===== config.mk =====
export PLATFORM = sky130hd
export DESIGN_NAME = csi_capture_ctrl_flat
export DESIGN_NICKNAME = d
export VERILOG_FILES = /design/src/rtl/csi_capture_ctrl_if.sv /design/src/rtl/csi_capture_ctrl.sv /design/src/flat_wrapper.sv
export SDC_FILE = /design/constraint.sdc
export NUM_CORES = 1
export LEC_CHECK = 0
export CAP_MARGIN = 20
export CELL_PAD_IN_SITES_DETAIL_PLACEMENT = 1
export CELL_PAD_IN_SITES_GLOBAL_PLACEMENT = 2
export CORE_UTILIZATION = 28
export DETAILED_ROUTE_END_ITERATION = 10
export PLACE_DENSITY_LB_ADDON = 0.05
export SLEW_MARGIN = 20
export SYNTH_ARGS = -nofsm -noshare
export SYNTH_HDL_FRONTEND = slang
export SYNTH_SLANG_ARGS = --single-unit

===== constraint.sdc =====
create_clock -name rxbyteclkhs -period 7.25 [get_ports rxbyteclkhs]
set_input_delay 0.725 -clock rxbyteclkhs [delete_from_list [all_inputs] [get_ports rxbyteclkhs]]
set_output_delay 0.725 -clock rxbyteclkhs [all_outputs]
set_load 0.01 [all_outputs]

===== src/rtl/csi_capture_ctrl_if.sv =====
// ---------------------------------------------------------------------------
// csi_capture_ctrl_if
// AXI-Stream beat bundle used on both sides of the capture sequencer.
//   tvalid  data valid (source -> sink)
//   tdata   64-bit pixel payload
//   tstrb   byte strobes
//   tlast   end of line
//   tready  sink ready (sink -> source)
// master: the side that sources beats; slave: the side that sinks them.
// ---------------------------------------------------------------------------
interface csi_capture_ctrl_if;
  logic        tvalid;
  logic [63:0] tdata;
  logic [7:0]  tstrb;
  logic        tlast;
  logic        tready;

  modport master (output tvalid, output tdata, output tstrb, output tlast, input tready);
  modport slave  (input tvalid, input tdata, input tstrb, input tlast, output tready);
endinterface


===== src/rtl/csi_capture_ctrl.sv =====
// ---------------------------------------------------------------------------
// csi_capture_ctrl
// Frame-capture sequencer between the CSI packet parser and the AXI-Stream
// output, in the receive byte-clock domain. The pixel stream is passed
// through only while a frame is being captured; elsewhere beats are
// accepted and dropped. Capture runs are armed by software, end after N
// frames (single-shot) or on request (continuous), and can time out while
// waiting for a frame start.
//
// Ports
//   rxbyteclkhs        byte clock (sole clock)
//   rxbyteclkhs_reset  asynchronous active-high reset
//   cfg_start/stop     one-cycle control pulses
//   cfg_continuous     1 = run until stopped, 0 = cfg_num_frames frames
//   cfg_num_frames     frames per single-shot run (0 behaves as 1)
//   cfg_timeout        max cycles spent armed, 0 = no timeout
//   pkt_frame_start/frame_end/line_end  parser event pulses
//   s_axis             parser stream in (slave)
//   m_axis             gated stream out (master)
//   busy               sequencer not idle
//   frame_irq/done_irq/timeout_irq  one-cycle interrupt pulses
//   frames_captured    frames completed in the current or last run
//   lines_last_frame   line count latched at the last frame end
//   sync_errors        saturating count of unexpected frame starts
// ---------------------------------------------------------------------------
module csi_capture_ctrl #(
  parameter int FRAME_CNT_WIDTH = 16,
  parameter int LINE_CNT_WIDTH  = 16,
  parameter int TIMEOUT_WIDTH   = 24
) (
  input  logic                       rxbyteclkhs,
  input  logic                       rxbyteclkhs_reset,
  input  logic                       cfg_start,
  input  logic                       cfg_stop,
  input  logic                       cfg_continuous,
  input  logic [FRAME_CNT_WIDTH-1:0] cfg_num_frames,
  input  logic [TIMEOUT_WIDTH-1:0]   cfg_timeout,
  input  logic                       pkt_frame_start,
  input  logic                       pkt_frame_end,
  input  logic                       pkt_line_end,
  csi_capture_ctrl_if.slave          s_axis,
  csi_capture_ctrl_if.master         m_axis,
  output logic                       busy,
  output logic                       frame_irq,
  output logic                       done_irq,
  output logic                       timeout_irq,
  output logic [FRAME_CNT_WIDTH-1:0] frames_captured,
  output logic [LINE_CNT_WIDTH-1:0]  lines_last_frame,
  output logic [15:0]                sync_errors
);

  typedef enum logic [1:0] {
    ST_IDLE,
    ST_ARMED,
    ST_CAPTURE,
    ST_STOPPING
  } state_t;

  state_t                     state;
  logic [LINE_CNT_WIDTH-1:0]  line_cnt;
  logic [TIMEOUT_WIDTH-1:0]   tmo_cnt;

  function automatic logic [FRAME_CNT_WIDTH-1:0] sat_inc_frames(input logic [FRAME_CNT_WIDTH-1:0] v);
    return (&v) ? v : v + FRAME_CNT_WIDTH'(1);
  endfunction

  function automatic logic [LINE_CNT_WIDTH-1:0] sat_inc_lines(input logic [LINE_CNT_WIDTH-1:0] v);
    return (&v) ? v : v + LINE_CNT_WIDTH'(1);
  endfunction

  function automatic logic [15:0] sat_inc_sync(input logic [15:0] v);
    return (&v) ? v : v + 16'd1;
  endfunction

  function automatic logic [TIMEOUT_WIDTH-1:0] sat_inc_tmo(input logic [TIMEOUT_WIDTH-1:0] v);
    return (&v) ? v : v + TIMEOUT_WIDTH'(1);
  endfunction

  logic                       capturing;
  logic [FRAME_CNT_WIDTH-1:0] frames_next;
  logic [FRAME_CNT_WIDTH-1:0] frame_target;
  logic                       run_done;
  logic                       tmo_hit;

  assign capturing    = (state == ST_CAPTURE) || (state == ST_STOPPING);
  assign frames_next  = sat_inc_frames(frames_captured);
  assign frame_target = (cfg_num_frames == '0) ? FRAME_CNT_WIDTH'(1) : cfg_num_frames;
  // A stop arriving in the same cycle as the frame end counts as pending.
  assign run_done     = (!cfg_continuous && (frames_next >= frame_target)) ||
                        (state == ST_STOPPING) || cfg_stop;
  assign tmo_hit      = (cfg_timeout != '0) && (tmo_cnt == cfg_timeout - TIMEOUT_WIDTH'(1));

  assign busy = (state != ST_IDLE);

  // Zero-latency gate: outside a frame the parser is always accepted and its
  // beats are dropped, so it never stalls waiting for software to arm.
  assign m_axis.tvalid = capturing & s_axis.tvalid;
  assign m_axis.tdata  = s_axis.tdata;
  assign m_axis.tstrb  = s_axis.tstrb;
  assign m_axis.tlast  = s_axis.tlast;
  assign s_axis.tready = capturing ? m_axis.tready : 1'b1;

  always_ff @(posedge rxbyteclkhs or posedge rxbyteclkhs_reset) begin
    if (rxbyteclkhs_reset) begin
      state            <= ST_IDLE;
      line_cnt         <= '0;
      tmo_cnt          <= '0;
      frames_captured  <= '0;
      lines_last_frame <= '0;
      sync_errors      <= '0;
      frame_irq        <= 1'b0;
      done_irq         <= 1'b0;
      timeout_irq      <= 1'b0;
    end else begin
      frame_irq   <= 1'b0;
      done_irq    <= 1'b0;
      timeout_irq <= 1'b0;

      case (state)
        ST_IDLE: begin
          if (cfg_start) begin
            state           <= ST_ARMED;
            frames_captured <= '0;
            tmo_cnt         <= '0;
          end
        end

        ST_ARMED: begin
          // The timeout budget spans the whole run, not each frame gap.
          tmo_cnt <= sat_inc_tmo(tmo_cnt);
          if (pkt_frame_start) begin
            state    <= ST_CAPTURE;
            line_cnt <= '0;
          end else if (tmo_hit) begin
            state       <= ST_IDLE;
            timeout_irq <= 1'b1;
          end else if (cfg_stop) begin
            state    <= ST_IDLE;
            done_irq <= 1'b1;
          end
        end

        ST_CAPTURE, ST_STOPPING: begin
          if (pkt_frame_end) begin
            frames_captured  <= frames_next;
            lines_last_frame <= pkt_line_end ? sat_inc_lines(line_cnt) : line_cnt;
            frame_irq        <= 1'b1;
            if (run_done) begin
              state    <= ST_IDLE;
              done_irq <= 1'b1;
            end else if (pkt_frame_start) begin
              // Back-to-back frame: the start belongs to the next frame.
              state    <= ST_CAPTURE;
              line_cnt <= '0;
            end else begin
              state <= ST_ARMED;
            end
          end else begin
            if (pkt_frame_start) begin
              // Missing frame end: restart the frame in place.
              sync_errors <= sat_inc_sync(sync_errors);
              line_cnt    <= '0;
            end else if (pkt_line_end) begin
              line_cnt <= sat_inc_lines(line_cnt);
            end
            if (cfg_stop) state <= ST_STOPPING;
          end
        end

        default: state <= ST_IDLE;
      endcase
    end
  end

endmodule


===== src/flat_wrapper.sv =====
// flat-port wrapper written by rule: the top's interface ports become plain ports
module csi_capture_ctrl_flat 
#(
  parameter int FRAME_CNT_WIDTH = 16,
  parameter int LINE_CNT_WIDTH  = 16,
  parameter int TIMEOUT_WIDTH   = 24
)
  (rxbyteclkhs, rxbyteclkhs_reset, cfg_start, cfg_stop, cfg_continuous, cfg_num_frames, cfg_timeout, pkt_frame_start, pkt_frame_end, pkt_line_end, busy, frame_irq, done_irq, timeout_irq, frames_captured, lines_last_frame, sync_errors, s_axis_tvalid, s_axis_tdata, s_axis_tstrb, s_axis_tlast, s_axis_tready, m_axis_tvalid, m_axis_tdata, m_axis_tstrb, m_axis_tlast, m_axis_tready);
  csi_capture_ctrl_if s_axis_i ();
  csi_capture_ctrl_if m_axis_i ();
  input  logic rxbyteclkhs;
  input  logic rxbyteclkhs_reset;
  input  logic cfg_start;
  input  logic cfg_stop;
  input  logic cfg_continuous;
  input  logic [FRAME_CNT_WIDTH-1:0] cfg_num_frames;
  input  logic [TIMEOUT_WIDTH-1:0] cfg_timeout;
  input  logic pkt_frame_start;
  input  logic pkt_frame_end;
  input  logic pkt_line_end;
  output logic busy;
  output logic frame_irq;
  output logic done_irq;
  output logic timeout_irq;
  output logic [FRAME_CNT_WIDTH-1:0] frames_captured;
  output logic [LINE_CNT_WIDTH-1:0] lines_last_frame;
  output logic [15:0] sync_errors;
  input wire logic [$bits(s_axis_i.tvalid)-1:0] s_axis_tvalid;
  input wire logic [$bits(s_axis_i.tdata)-1:0] s_axis_tdata;
  input wire logic [$bits(s_axis_i.tstrb)-1:0] s_axis_tstrb;
  input wire logic [$bits(s_axis_i.tlast)-1:0] s_axis_tlast;
  output wire logic [$bits(s_axis_i.tready)-1:0] s_axis_tready;
  output wire logic [$bits(m_axis_i.tvalid)-1:0] m_axis_tvalid;
  output wire logic [$bits(m_axis_i.tdata)-1:0] m_axis_tdata;
  output wire logic [$bits(m_axis_i.tstrb)-1:0] m_axis_tstrb;
  output wire logic [$bits(m_axis_i.tlast)-1:0] m_axis_tlast;
  input wire logic [$bits(m_axis_i.tready)-1:0] m_axis_tready;
  assign s_axis_i.tvalid = s_axis_tvalid;
  assign s_axis_i.tdata = s_axis_tdata;
  assign s_axis_i.tstrb = s_axis_tstrb;
  assign s_axis_i.tlast = s_axis_tlast;
  assign s_axis_tready = s_axis_i.tready;
  assign m_axis_tvalid = m_axis_i.tvalid;
  assign m_axis_tdata = m_axis_i.tdata;
  assign m_axis_tstrb = m_axis_i.tstrb;
  assign m_axis_tlast = m_axis_i.tlast;
  assign m_axis_i.tready = m_axis_tready;
  csi_capture_ctrl #(.FRAME_CNT_WIDTH(FRAME_CNT_WIDTH), .LINE_CNT_WIDTH(LINE_CNT_WIDTH), .TIMEOUT_WIDTH(TIMEOUT_WIDTH)) u_core (.rxbyteclkhs(rxbyteclkhs), .rxbyteclkhs_reset(rxbyteclkhs_reset), .cfg_start(cfg_start), .cfg_stop(cfg_stop), .cfg_continuous(cfg_continuous), .cfg_num_frames(cfg_num_frames), .cfg_timeout(cfg_timeout), .pkt_frame_start(pkt_frame_start), .pkt_frame_end(pkt_frame_end), .pkt_line_end(pkt_line_end), .s_axis(s_axis_i), .m_axis(m_axis_i), .busy(busy), .frame_irq(frame_irq), .done_irq(done_irq), .timeout_irq(timeout_irq), .frames_captured(frames_captured), .lines_last_frame(lines_last_frame), .sync_errors(sync_errors));
endmodule

==> impl_metrics.json, run 1 <==
{
  "status": "finished, final reports clean",
  "dr.pass1.iters": 4,
  "crit_family": "simple AND/OR/NAND/NOR gates",
  "fillerInstances": 2719,
  "finalHoldViolCount": 0,
  "synth_nets": 908,
  "layout-drive-gt1-share_pct": 5.46,
  "critPathKind": "flop to flop",
  "fin_worst_skew_ps": 15.2,
  "drc_errors": 0,
  "clk_pin_slew_ps": 80,
  "cts_tree": "done",
  "die_h_microns": 157,
  "synth_edf_count": 0,
  "grt_max_degree": 55,
  "die_x_microns": 157,
  "area_growth_pct": 16.7,
  "rsz0062_at_grt": "no",
  "hold_path_end": "u_core.lines_last_frame[15]",
  "critPathMaxFanout": 9,
  "fin_total_pwr_mw": 1.59,
  "cts_buffer_depth": 2,
  "critPathLaunchType": "flop",
  "required_ps": 7520,
  "worst-path-buf-inv": 1,
  "finalCritPeriodShare_pct": 59.8,
  "final_antenna_net_count": 0,
  "synth-warning-count": 0,
  "critPathCaptureType": "flop",
  "grt_pass1_wl_microns": 32400,
  "core_sq_mm": 0.0235,
  "ys_ff_latch": 93,
  "cp.arrival_ps": 4610,
  "tns_ps": 0,
  "setup-violations-final": 0,
  "fin_crit_ps": 4340,
  "peakVddDrop_uv": 125,
  "reg2reg_to": "u_core.line_cnt[4]",
  "whs_path_depth": 2,
  "postCtsHoldBufs": 0,
  "postCtsResizedCells": 0,
  "nets": 928,
  "die_area_sq_mm": 0.0245,
  "cap_viol_max_count": 0,
  "final-seq-area_sq_mm": 0.00233,
  "vias": 5575,
  "grt_util_all_layers_pct": 16.9,
  "wl_per_cell_microns": 17.8,
  "antenna_found_initial": 0,
  "multiInputGateArea_sq_mm": 0.00359,
  "synthCells": 763,
  "slowest_delay_ps": 740,
  "cts.sink_count": 93,
  "synthArstFlopShare_pct": 100,
  "synth_cell_types": 59,
  "vias_per_cell": 5.04,
  "worst_pin_slew_ps": 985,
  "crit_slowest_cell": "nor4_1",
  "diodes": 0,
  "crit_path_frequent_cell": "a31oi_1",
  "place_congestion": 0.834,
  "worstHoldStart": "u_core.lines_last_frame[15]",
  "row_count": 56,
  "worst-path-stages": 12,
  "wl_microns": 19700,
  "dp_hpwl_microns": 15000,
  "grt_overflow": 0,
  "cts_setup_buffers": 0,
  "avgSynthCellArea_sq_um": 8.76,
  "slew_viol_final": 0,
  "seq_area_frac_synth_pct": 34.8,
  "clk_latency_ps": 350,
  "io_pins": 250,
  "io_buffers": 103,
  "dr.first_iter.drc_count": 162,
  "htree_levels": 3,
  "timing.fmax_ghz": 0.231,
  "min_path_type": "flop to flop",
  "start_util_pct": 28.5,
  "cts_made_buffers": 9,
  "worstPathCellList": "nand4_1 > nor4_1 > a31oi_1 > and3_1 > xor2_1 > ha_1 > o211ai_1 > o2111ai_1 > and2_1 > o21a_1 > clkinv_1 > a31oi_1",
  "p_leak_nw": 3.15,
  "synthFlopType": "dfrtp_1",
  "r2r_start": "u_core.frames_captured[4]",
  "cts_root_buf": "clkbuf_16",
  "cellPowerDensity_mw_per_mm2": 204,
  "synth_area_sq_mm": 0.00669,
  "max_slew_margin_pct": 33.8,
  "grt_pass1_vias": 5942,
  "reg2reg_depth": 12,
  "r2r_setup_slack_ps": 2910
}
## cells by family after synthesis
group                    synth area share (%)
AND/OR/NAND/NOR                          23.1
XOR/XNOR                                 12.0
adder cells (fa/ha/maj)                  4.12
buffers and inverters                    11.6
flip-flops                               34.8
multiplexers                             1.33
AO/OA/AOI/OAI                            13.1
## worst min-delay path: cells and delay by family (launching register included)
| kind | cells | cell delay, ps |
|---|---|---|
| AO/OA/AOI/OAI | 1 | 60 |
| flip-flops | 1 | 350 |
| AND/OR/NAND/NOR | 1 | 50 |
## synthesized netlist by cell type (all sizes together) (4+ instances only)
library cell	count	area (sq um)
a211o	5	43.8
a211oi	6	45.0
a21o	6	45.0
a21oi	19	95.1
a31oi	20	125
and2	12	75.1
and3	11	68.8
and4	8	70.1
buf	78	586
clkbuf	20	75.1
dfrtp	93	2330
ha	22	275
inv	29	109
mux2	5	56.3
nand2	78	293
nand3	29	150
nand4	20	125
nor2	51	191
nor2b	4	25.0
nor3	30	150
nor4	17	181
o21a	4	30.0
o21ai	36	180
o2bb2ai	5	43.8
o31ai	13	97.6
or3	7	43.8
or4	7	56.3
xnor2	53	464
xor2	39	342
## routing by layer
layer / up-vias / wire length, microns / global-route usage [%]
li1: 2669 / - / -
met1: 2767 / 9180 / 21.8
met2: 103 / 9580 / 29.0
met3: 36 / 604 / 2.82
met4: 0 / 299 / 4.67
met5: - / 0 / 0
## cells in the final DEF, fill, tap and decap left out, types with 4 or more instances in the layout
master / Yosys / routed
inv_1: 29 / 28
ha_1: 22 / 22
and3_1: 11 / 11
or3_1: 7 / 7
xnor2_1: 53 / 53
clkdlybuf4s50_1: 0 / 103
nor2_1: 51 / 50
dfrtp_1: 93 / 93
o21ai_0: 35 / 35
nand3_1: 28 / 28
nor3_1: 30 / 30
xor2_1: 39 / 39
nor2b_1: 4 / 4
and2_1: 12 / 12
nand4_1: 20 / 20
a211o_1: 5 / 5
a211oi_1: 6 / 6
clkbuf_16: 0 / 9
a31oi_1: 20 / 20
a21o_1: 6 / 6
nor4_4: 5 / 5
o21a_1: 4 / 4
nand2_1: 78 / 78
mux2_2: 5 / 5
o31ai_1: 13 / 13
o2bb2ai_1: 5 / 5
a21oi_1: 19 / 19
nor4_1: 12 / 12
or4_1: 6 / 6
buf_4: 73 / 4
and4_1: 8 / 8
## how the worst max path moves through the flow
stage / slack, ps / startpoint / endpoint
2_1_floorplan: 3560 / u_core.frames_captured[2] / u_core.line_cnt[0]
3_3_place_gp: 3100 / u_core.frames_captured[4] / u_core.line_cnt[5]
3_5_place_dp: 2890 / u_core.frames_captured[4] / u_core.line_cnt[1]
4_1_cts: 2880 / u_core.frames_captured[4] / u_core.line_cnt[4]
5_1_grt: 2350 / u_core.frames_captured[0] / u_core.line_cnt[1]
6_report: 2910 / u_core.frames_captured[4] / u_core.line_cnt[4]
## final cells by class
cell class | instances | area share (%)
Sequential cell | 93 | 29.8
Tap cell | 319 | 5.11
Multi-Input combinational cell | 542 | 46.0
Clock buffer | 9 | 2.89
Clock inverter | 7 | 1.14
Timing Repair Buffer | 107 | 13.6
Inverter | 30 | 1.47
## registers in the layout, indices dropped and copies added, names as in the netlist
| name | count |
|---|---|
| u_core.done_irq | 1 |
| u_core.frame_irq | 1 |
| u_core.frames_captured | 16 |
| u_core.line_cnt | 16 |
| u_core.lines_last_frame | 16 |
| u_core.state | 2 |
| u_core.sync_errors | 16 |
| u_core.timeout_irq | 1 |
| u_core.tmo_cnt | 24 |
## per-stage QoR
stage / setup WS, ps / cell area, sq um / hold WS (ps) / utilization [%] / std cells
final: 2910 / 7810 / 483 / 33.3 / 1107
after global routing: 2350 / 7810 / 511 / 33.3 / 1107
after CTS: 2880 / 7810 / 492 / 33.3 / 1107
after detailed placement: 2890 / 7490 / 473 / 31.9 / 1091
after global placement: 3100 / 7490 / 468 / 31.9 / 1091
after floorplan: 3560 / 6690 / 472 / - / 763
## where the power goes
part | switching [mW] | internal, mW
logic | 0.248 | 0.187
registers | 0.0752 | 0.566
clock network | 0.239 | 0.278
total | 0.563 | 1.03
Power figures use the tool's default switching activity.
==> run 2, diff against run 1 <==
CORE_UTILIZATION = 26   (was 28)
clock period = 4.5 ns   (was 7.25 ns; I/O delays follow)
==> run 2 against run 1 <==
Compared with the run above:
- maximum frequency up 6.7%
- cell count up 1.3%
- register-to-register slack worse by 2500 ps
- first-iteration DRC count up 27%
- sequential power up 61%
- power up 63%
- via count down 0.70%
- combinational power up 62%
- sequential share of layout area down 0.26 points
- wire length up 1.5%
- hold slack better by 2.2 ps
- die area up 7.6%
- critical endpoint unchanged
==> impl_metrics.json, run 2 (synthesized netlist as in run 1, its figures left out) <==
{
  "max_slew_margin_pct": 36.8,
  "final_antenna_net_count": 0,
  "io_pins": 250,
  "cts_buffer_depth": 2,
  "fin_total_pwr_mw": 2.60,
  "cts_setup_buffers": 0,
  "wl_per_cell_microns": 17.8,
  "routed-wl-met2_microns": 9460,
  "met1_length_microns": 9410,
  "finalWorstSetupSlack_ps": 433,
  "fin_worst_skew_ps": 11.4,
  "grt_util_all_layers_pct": 15.7,
  "grt_pass1_wl_microns": 32800,
  "critPathCaptureType": "flop",
  "worstHoldStart": "u_core.lines_last_frame[10]",
  "min_path_type": "flop to flop",
  "cap_viol_max_count": 0,
  "start_util_pct": 26.6,
  "finalCritPeriodShare_pct": 90.4,
  "diodes": 0,
  "io_buffers": 103,
  "clk_pin_slew_ps": 70,
  "row_count": 58,
  "tns_ps": 0,
  "place_congestion": 0.783,
  "layout_common_cells": "clkdlybuf4s50_1 (103), dfrtp_1 (93), nand2_1 (78), xnor2_1 (53), nor2_1 (50)",
  "die_area_sq_mm": 0.0264,
  "clk_latency_ps": 350,
  "placed_cell_area_sq_mm": 0.00753,
  "cts_root_buf": "clkbuf_16",
  "vias_per_cell": 4.94,
  "slew_viol_final": 0,
  "status": "finished, final reports clean",
  "cts_made_buffers": 9,
  "area_growth_pct": 17.8,
  "pre_cts_ws_ps": 194,
  "r2r_start": "u_core.frames_captured[2]",
  "drc_errors": 0,
  "cts_tree": "done",
  "critPathLaunchType": "flop",
  "antenna_found_initial": 0,
  "wl_met3_microns": 693,
  "critPathMaxFanout": 11,
  "dp_hpwl_microns": 15200,
  "largest_reg_flops": 24,
  "die_h_microns": 162,
  "cellPowerDensity_mw_per_mm2": 330,
  "layout-drive-gt1-share_pct": 6.32,
  "postCtsHoldBufs": 0,
  "regMostFlops": "u_core.tmo_cnt",
  "core_sq_mm": 0.0252,
  "cts.sink_count": 93,
  "finalHoldViolCount": 0,
  "dr.pass1.iters": 4,
  "fillerInstances": 2913,
  "vias": 5536,
  "wl_microns": 19900,
  "required_ps": 4770,
  "timing.fmax_ghz": 0.246,
  "fin_crit_ps": 4070,
  "postCtsResizedCells": 0,
  "critPathKind": "flop to flop",
  "dr.first_iter.drc_count": 206,
  "setup-violations-final": 0,
  "crit_path_start": "u_core.frames_captured[2]",
  "cp.arrival_ps": 4330,
  "rsz0062_at_grt": "no",
  "final_common_cell": "clkdlybuf4s50_1",
  "highest_layer": "met4",
  "grt_pass1_vias": 5915,
  "final_area_sq_mm": 0.00788,
  "p_leak_nw": 3.18,
  "htree_levels": 3,
  "grt_max_degree": 72,
  "nets": 931,
  "die_x_microns": 162,
  "worst_pin_slew_ps": 948,
  "grt_overflow": 0,
  "peakVddDrop_uv": 145,
  "fin_util_pct": 31.3
}
-- run 2: cell count changes in the layout (fill, tap and decap cells not counted), sizes merged --
cell	before	now
inv	34	33
buf	4	7
bufinv	1	2
-- run 2: path summary, 6_finish.rpt --
path                            depth (start not counted)                          end  slack [ps]
worst max-delay path                                   13           u_core.line_cnt[4]         430
worst min-delay path                                    2  u_core.lines_last_frame[10]         480
worst max register to register                         13           u_core.line_cnt[4]         430
worst min register to register                          2  u_core.lines_last_frame[10]         480
max in group asynchronous                               3           u_core.tmo_cnt[20]        2940
min in group asynchronous                               2            u_core.tmo_cnt[7]         660
-- run 2: worst max-delay path, cell delays in order (launching register included) --
cell and delay, ps:
dfrtp_1 540, nand3_1 250, or3_1 450, nor3_1 310
nand3_1 120, mux2_2 300, ha_1 300, nand4_1 130
a21o_1 180, a21oi_1 260, and2_1 210, o21a_1 400
clkinvlp_4 320, a31oi_1 220
-- run 2: metal layers --
| metal | up-vias | GRT usage, % |
|---|---|---|
| met5 | - | 0 |
| met4 | 0 | 4.55 |
| met3 | 52 | 2.80 |
| met2 | 102 | 25.9 |
| met1 | 2703 | 20.9 |
| li1 | 2679 | - |
-- run 2: power breakdown --
| part | leakage [nW] | total (mW) | internal, mW | switching (mW) |
|---|---|---|---|---|
| Sequential | 1.27 | 1.03 | 0.913 | 0.117 |
| Clock | 0.163 | 0.860 | 0.497 | 0.364 |
| Combinational | 1.74 | 0.705 | 0.304 | 0.401 |
-- run 2: per-stage QoR --
step	hold slack (ps)	cells
after CTS	493	1121
after global routing	515	1121
final	485	1121
after detailed placement	475	1105
after floorplan	472	763
after global placement	467	1105
-- run 2: cell type report --
| type | count | area (sq um) | share of cell area (%) |
|---|---|---|---|
| Clock buffer | 9 | 225 | 2.86 |
| Clock inverter | 7 | 103 | 1.30 |
| Inverter | 30 | 119 | 1.51 |
| Multi-Input combinational cell | 542 | 3600 | 45.8 |
| Sequential cell | 93 | 2330 | 29.6 |
| Tap cell | 330 | 413 | 5.24 |
| Timing Repair Buffer | 110 | 1080 | 13.8 |
